**src/rtl/eq_pkg.sv**
```systemverilog
// Shared equalizer definitions: default sample format, unity gain, saturation
// limits for the default width and the mixer FSM state encoding.
package eq_pkg;

  localparam int unsigned DECIM = 14;                 // fractional bits
  localparam int unsigned MAGN  = 8;                  // integer bits
  localparam int unsigned NW    = DECIM + MAGN + 1;   // sample/gain width

  localparam logic [NW-1:0] UNITY_GAIN = NW'(1) << DECIM;
  localparam logic [NW-1:0] SAT_MAX    = {1'b0, {(NW-1){1'b1}}};
  localparam logic [NW-1:0] SAT_MIN    = {1'b1, {(NW-1){1'b0}}};

  typedef enum logic [1:0] {
    StIdle,
    StMac,
    StSat
  } mix_state_e;

endpackage

```
**src/rtl/sat_shift.sv**
```systemverilog
// Combinational fixed-point rescale: arithmetic shift right by decim (floor)
// then clamp into the signed N-bit range.
// Ports:
//   din  - wide signed accumulator value (IW bits)
//   dout - saturated signed N-bit result
module sat_shift
  import eq_pkg::*;
#(
  parameter int unsigned IW    = 2 * NW + 2,
  parameter int unsigned N     = NW,
  parameter int unsigned decim = DECIM
) (
  input  logic signed [IW-1:0] din,
  output logic signed [N-1:0]  dout
);

  // Limits expressed at the input width so the compare is a plain signed one.
  localparam logic signed [IW-1:0] MaxV = {{(IW-N+1){1'b0}}, {(N-1){1'b1}}};
  localparam logic signed [IW-1:0] MinV = {{(IW-N+1){1'b1}}, {(N-1){1'b0}}};

  logic signed [IW-1:0] shifted;

  always_comb begin
    shifted = din >>> decim;
    if (shifted > MaxV) begin
      dout = MaxV[N-1:0];
    end else if (shifted < MinV) begin
      dout = MinV[N-1:0];
    end else begin
      dout = shifted[N-1:0];
    end
  end

endmodule

```
**src/rtl/band_gain_mixer.sv**
```systemverilog
// Equalizer output stage. On each sample strobe it captures all band outputs
// and a snapshot of the gain file, then multiplies-and-accumulates one band per
// cycle with a single multiplier, and finally rescales/saturates to N bits.
// Ports:
//   clock, reset         - rising-edge clock, synchronous active-high reset
//   gen_enable           - sample strobe (one-cycle pulse)
//   DataBands            - packed band samples, band k at [k*N +: N]
//   gain_we/addr/data    - gain register write port (Q magn.decim)
//   DataOut, data_valid  - mixed saturated sample and its one-cycle strobe
//   busy                 - mix in progress (strobes are dropped)
//   overrun              - sticky: a strobe arrived while busy
module band_gain_mixer
  import eq_pkg::*;
#(
  parameter int unsigned decim  = DECIM,
  parameter int unsigned magn   = MAGN,
  parameter int unsigned N      = decim + magn + 1,
  parameter int unsigned NBANDS = 4,
  localparam int unsigned AW    = $clog2(NBANDS),
  localparam int unsigned AccW  = 2 * N + AW
) (
  input  logic                clock,
  input  logic                reset,
  input  logic                gen_enable,
  input  logic [NBANDS*N-1:0] DataBands,
  input  logic                gain_we,
  input  logic [AW-1:0]       gain_addr,
  input  logic [N-1:0]        gain_data,
  output logic [N-1:0]        DataOut,
  output logic                data_valid,
  output logic                busy,
  output logic                overrun
);

  localparam logic signed [N-1:0] Unity  = N'(1) << decim;
  localparam logic [AW:0]         NbLim  = (AW+1)'(NBANDS);
  localparam logic [AW-1:0]       LastIx = AW'(NBANDS - 1);

  mix_state_e state_q, state_d;

  logic signed [N-1:0]    gain_q [NBANDS];
  logic signed [N-1:0]    snap_q [NBANDS];
  logic signed [N-1:0]    band_q [NBANDS];
  logic signed [AccW-1:0] acc_q, acc_d;
  logic [AW-1:0]          idx_q, idx_d;
  logic [N-1:0]           dout_q, dout_d;
  logic                   valid_q, valid_d;
  logic                   overrun_q;

  logic signed [2*N-1:0]  prod;
  logic signed [AccW-1:0] prod_ext;
  logic signed [N-1:0]    sat_out;

  logic accept;
  assign accept = (state_q == StIdle) && gen_enable;

  assign prod     = band_q[idx_q] * snap_q[idx_q];
  assign prod_ext = {{(AccW-2*N){prod[2*N-1]}}, prod};

  sat_shift #(
    .IW    (AccW),
    .N     (N),
    .decim (decim)
  ) u_sat_shift (
    .din  (acc_q),
    .dout (sat_out)
  );

  always_comb begin
    state_d = state_q;
    idx_d   = idx_q;
    acc_d   = acc_q;
    dout_d  = dout_q;
    valid_d = 1'b0;
    unique case (state_q)
      StIdle: begin
        if (gen_enable) begin
          acc_d   = '0;
          idx_d   = '0;
          state_d = StMac;
        end
      end
      StMac: begin
        acc_d = acc_q + prod_ext;
        if (idx_q == LastIx) begin
          state_d = StSat;
        end else begin
          idx_d = idx_q + 1'b1;
        end
      end
      StSat: begin
        dout_d  = sat_out;
        valid_d = 1'b1;
        state_d = StIdle;
      end
      default: state_d = StIdle;
    endcase
  end

  always_ff @(posedge clock) begin
    if (reset) begin
      state_q   <= StIdle;
      idx_q     <= '0;
      acc_q     <= '0;
      dout_q    <= '0;
      valid_q   <= 1'b0;
      overrun_q <= 1'b0;
    end else begin
      state_q <= state_d;
      idx_q   <= idx_d;
      acc_q   <= acc_d;
      dout_q  <= dout_d;
      valid_q <= valid_d;
      if (gen_enable && (state_q != StIdle)) begin
        overrun_q <= 1'b1;
      end
    end
  end

  // Capture registers. The snapshot reads gain_q before any same-cycle write
  // lands, so a write coinciding with the strobe applies from the next mix.
  always_ff @(posedge clock) begin
    for (int k = 0; k < NBANDS; k++) begin
      if (reset) begin
        gain_q[k] <= Unity;
        snap_q[k] <= '0;
        band_q[k] <= '0;
      end else begin
        if (gain_we && ({1'b0, gain_addr} < NbLim) && (gain_addr == AW'(k))) begin
          gain_q[k] <= gain_data;
        end
        if (accept) begin
          snap_q[k] <= gain_q[k];
          band_q[k] <= DataBands[k*N +: N];
        end
      end
    end
  end

  assign DataOut    = dout_q;
  assign data_valid = valid_q;
  assign busy       = (state_q != StIdle);
  assign overrun    = overrun_q;

endmodule
```
**config.mk**
```make
export PLATFORM = sky130hd
export DESIGN_NAME = band_gain_mixer
export DESIGN_NICKNAME = d
export VERILOG_FILES = /design/src/rtl/eq_pkg.sv /design/src/rtl/sat_shift.sv /design/src/rtl/band_gain_mixer.sv
export SDC_FILE = /design/constraint.sdc
export NUM_CORES = 2
export LEC_CHECK = 0
export CORE_MARGIN = 2
export CORE_UTILIZATION = 35
export DETAILED_ROUTE_END_ITERATION = 10
export PLACE_DENSITY = 0.54
export REMOVE_ABC_BUFFERS = 1
export SYNTH_ARGS = -nofsm -noshare
export SYNTH_HDL_FRONTEND = slang
export SYNTH_SLANG_ARGS = --single-unit
```
**constraint.sdc**
```tcl
create_clock -name clock -period 7.9 [get_ports clock]
set_clock_uncertainty 0.1 [all_clocks]
set_input_delay 1.975 -clock clock [delete_from_list [all_inputs] [get_ports clock]]
set_output_delay 1.975 -clock clock [all_outputs]
set_load 0.005 [all_outputs]
```
==> impl_metrics.tcl <==
set metrics [dict create \
    status "finished clean" \
    ys_ff_latch 355 \
    drt_iter0_markers 1615 \
    place.detailed.hpwl_mm 83.43 \
    dr_total_vias 24980 \
    routed-wl-met3_mm 6.181 \
    worstPathMaxFanout 7 \
    cts_root_buffer "clkbuf_16" \
    nets 4913 \
    yosys_warnings 0 \
    max_cap_viol_count 0 \
    synth_flop_cell "edfxtp_1" \
    drt-met1-wl_mm 48.13 \
    relSlewSlack 0.2033 \
    antenna_found_initial 0 \
    finalCritPeriodShare 0.9927 \
    numCtsBuffers 40 \
    cts_tree "yes" \
    grtUsageTotal 0.1935 \
    yosysSeqAreaShare 0.2680 \
    dpl_worst_slack_ns -0.3434 \
    antenna_left 0 \
    hold_viol_final 0 \
    viasPerCell 4.631 \
    synth_edf_count 276 \
    htreeDepth 2 \
    wl_per_cell_um 19.18 \
    hp-class "flip-flop to flip-flop" \
    clk_pin_slew_ns 0.06 \
    slowest_delay_ns 0.60 \
    dr.max_layer_used "met4" \
    ios 147 \
    clock_latency_ns 0.60 \
    start_util 0.3543 \
    crit_top_cell "fa_1" \
    async_flop_share 0 \
    slew_viol_final 0 \
    clock_sink_count 355 \
    tightest_slew_ns 1.191 \
    area_growth_pct 22.09 \
    first_global_vias 26340 \
    cts_hold_buf 0 \
    coreArea_sq_mm 0.1039 \
    synth_cells 3593 \
    fp.dieW_um 328.4 \
    synth_area_leaders "fa_1, edfxtp_1, inv_1, and2_1, ha_1" \
    grt_max_degree 185 \
    first_pass_iters 5 \
    rsz0062_at_grt "true" \
    fmax_mhz 127.5 \
    dieArea_sq_mm 0.1078 \
    worst-setup-path-type "flip-flop to flip-flop" \
    required_ns 8.27 \
    finalWirelength_mm 103.5 \
    die_h_um 328.4 \
    setup_viol 0 \
    crit_arrival_ns 8.21 \
    yosysUniqueCellTypes 67 \
    setup_tns_ns 0 \
    route.detailed.drc 0 \
    drive_above_1_share 0.1557 \
    wl_met2_mm 46.99 \
    overflow 0 \
    seq_area_sq_mm 0.009877 \
    endpoint_kind "flip-flop" \
    min_from "acc_q[13]$_SDFFE_PP0P_" \
    clk_path_buf_depth 3 \
    post-route-util 0.4325 \
    synth_top_area_share 0.3555 \
    multi_input_area_sq_mm 0.02404 \
    setup_slack_ns 0.05769 \
    synth_area_sq_mm 0.03682 \
    synth_area_leader_cell "fa_1" \
    avgSynthCellArea_sq_um 10.25 \
    num_rows 118 \
    min_period_ns 7.842 \
    grt_pass1_wl_mm 159.0 \
    numPortBuffers 146 \
    crit_path_start_kind "flip-flop" \
    slowest_stage "mux4_2" \
    fillers 9977 \
    place.gp.congestion 0.9132 \
]
[critical path, delay by kind of cell, from the launching register on]
family	cells	cell delay, ns
AOI/OAI and AO/OA	5	0.86
xor gates and xnor gates	1	0.15
muxes	1	0.60
adders and majority gates	8	3.80
DFF	1	0.47
buffers and inverters	12	1.24
and+or+nand+nor	4	0.49
[final cells by class]
class,count,share of cell area
antenna,1,0.00005566
tap,1380,0.03841
multi-input combinational,2253,0.5347
clock buffer,53,0.02357
inverter,830,0.06947
timing repair buffer,502,0.1090
sequential,355,0.2197
clock inverter,21,0.005121
[synth_stat cells (25+ instances only)]
cell type,number
a21oi_1,76
and2_1,322
clkbuf_1,141
dfxtp_1,79
edfxtp_1,276
fa_1,654
ha_1,156
inv_1,830
mux2_2,26
mux2i_1,27
nand2_1,380
nor2_1,244
nor3_1,32
o21ai_0,42
o21ai_1,25
xnor2_1,32
[final timing paths]
kind / endpoint / slack (ns) / depth (start not counted)
setup / recovery: acc_q[46]$_SDFFE_PP0P_ / 0.06 / 31
hold / removal: acc_q[13]$_SDFFE_PP0P_ / 0.37 / 2
setup reg to reg: acc_q[46]$_SDFFE_PP0P_ / 0.06 / 31
hold reg to reg: acc_q[13]$_SDFFE_PP0P_ / 0.37 / 2
[layout by cell type, fill, tap and decap left out, types with 77 or more instances in the layout]
| cell type | count |
|---|---|
| inv_1 | 813 |
| clkdlybuf4s50_1 | 145 |
| and2_1 | 320 |
| nand2_1 | 368 |
| buf_4 | 276 |
| edfxtp_1 | 276 |
| dfxtp_1 | 77 |
| ha_1 | 138 |
| fa_1 | 634 |
| nor2_1 | 234 |
[sequential cells by signal (all words and copies together), names as in the netlist, named ones only]
register / count
DataOut: 23
acc_q: 48
band_q: 92
data_valid: 1
gain_q: 92
idx_q: 2
overrun: 1
snap_q: 92
state_q: 2
[metrics by stage]
step                hold WS, ns  cell area [sq um]  cells
floorplan                0.3250              36230   3438
global placement         0.3438              41770   5224
detailed placement       0.3538              41770   5224
CTS                      0.3695              43100   5300
global route             0.3911              44950   5394
finish                   0.3658              44960   5395
[layer usage]
layer | global-route usage | vias up
met3 | 0.02647 | 112
met2 | 0.3069 | 635
li1 | - | 11650
met5 | 0 | -
met1 | 0.2846 | 12590
met4 | 0.03593 | 0
[what timing repair did]
item	CTS	global route
gates cloned	0	5
gates resized for setup	6	210
setup endpoints to repair	10	24
setup buffers	2	89
pin swaps	1	81
[cells by family after synthesis]
| group | Yosys count | share of synthesized area |
|---|---|---|
| buf+inv | 985 | 0.1008 |
| xor+xnor | 52 | 0.01237 |
| simple gates | 1051 | 0.1352 |
| compound gates | 266 | 0.04689 |
| mux | 74 | 0.02813 |
| fa+ha+maj | 810 | 0.4085 |
| flops | 355 | 0.2680 |
Power is not shown: default switching activity piles up to over one toggle a cycle in this logic, so the estimate is an artifact.
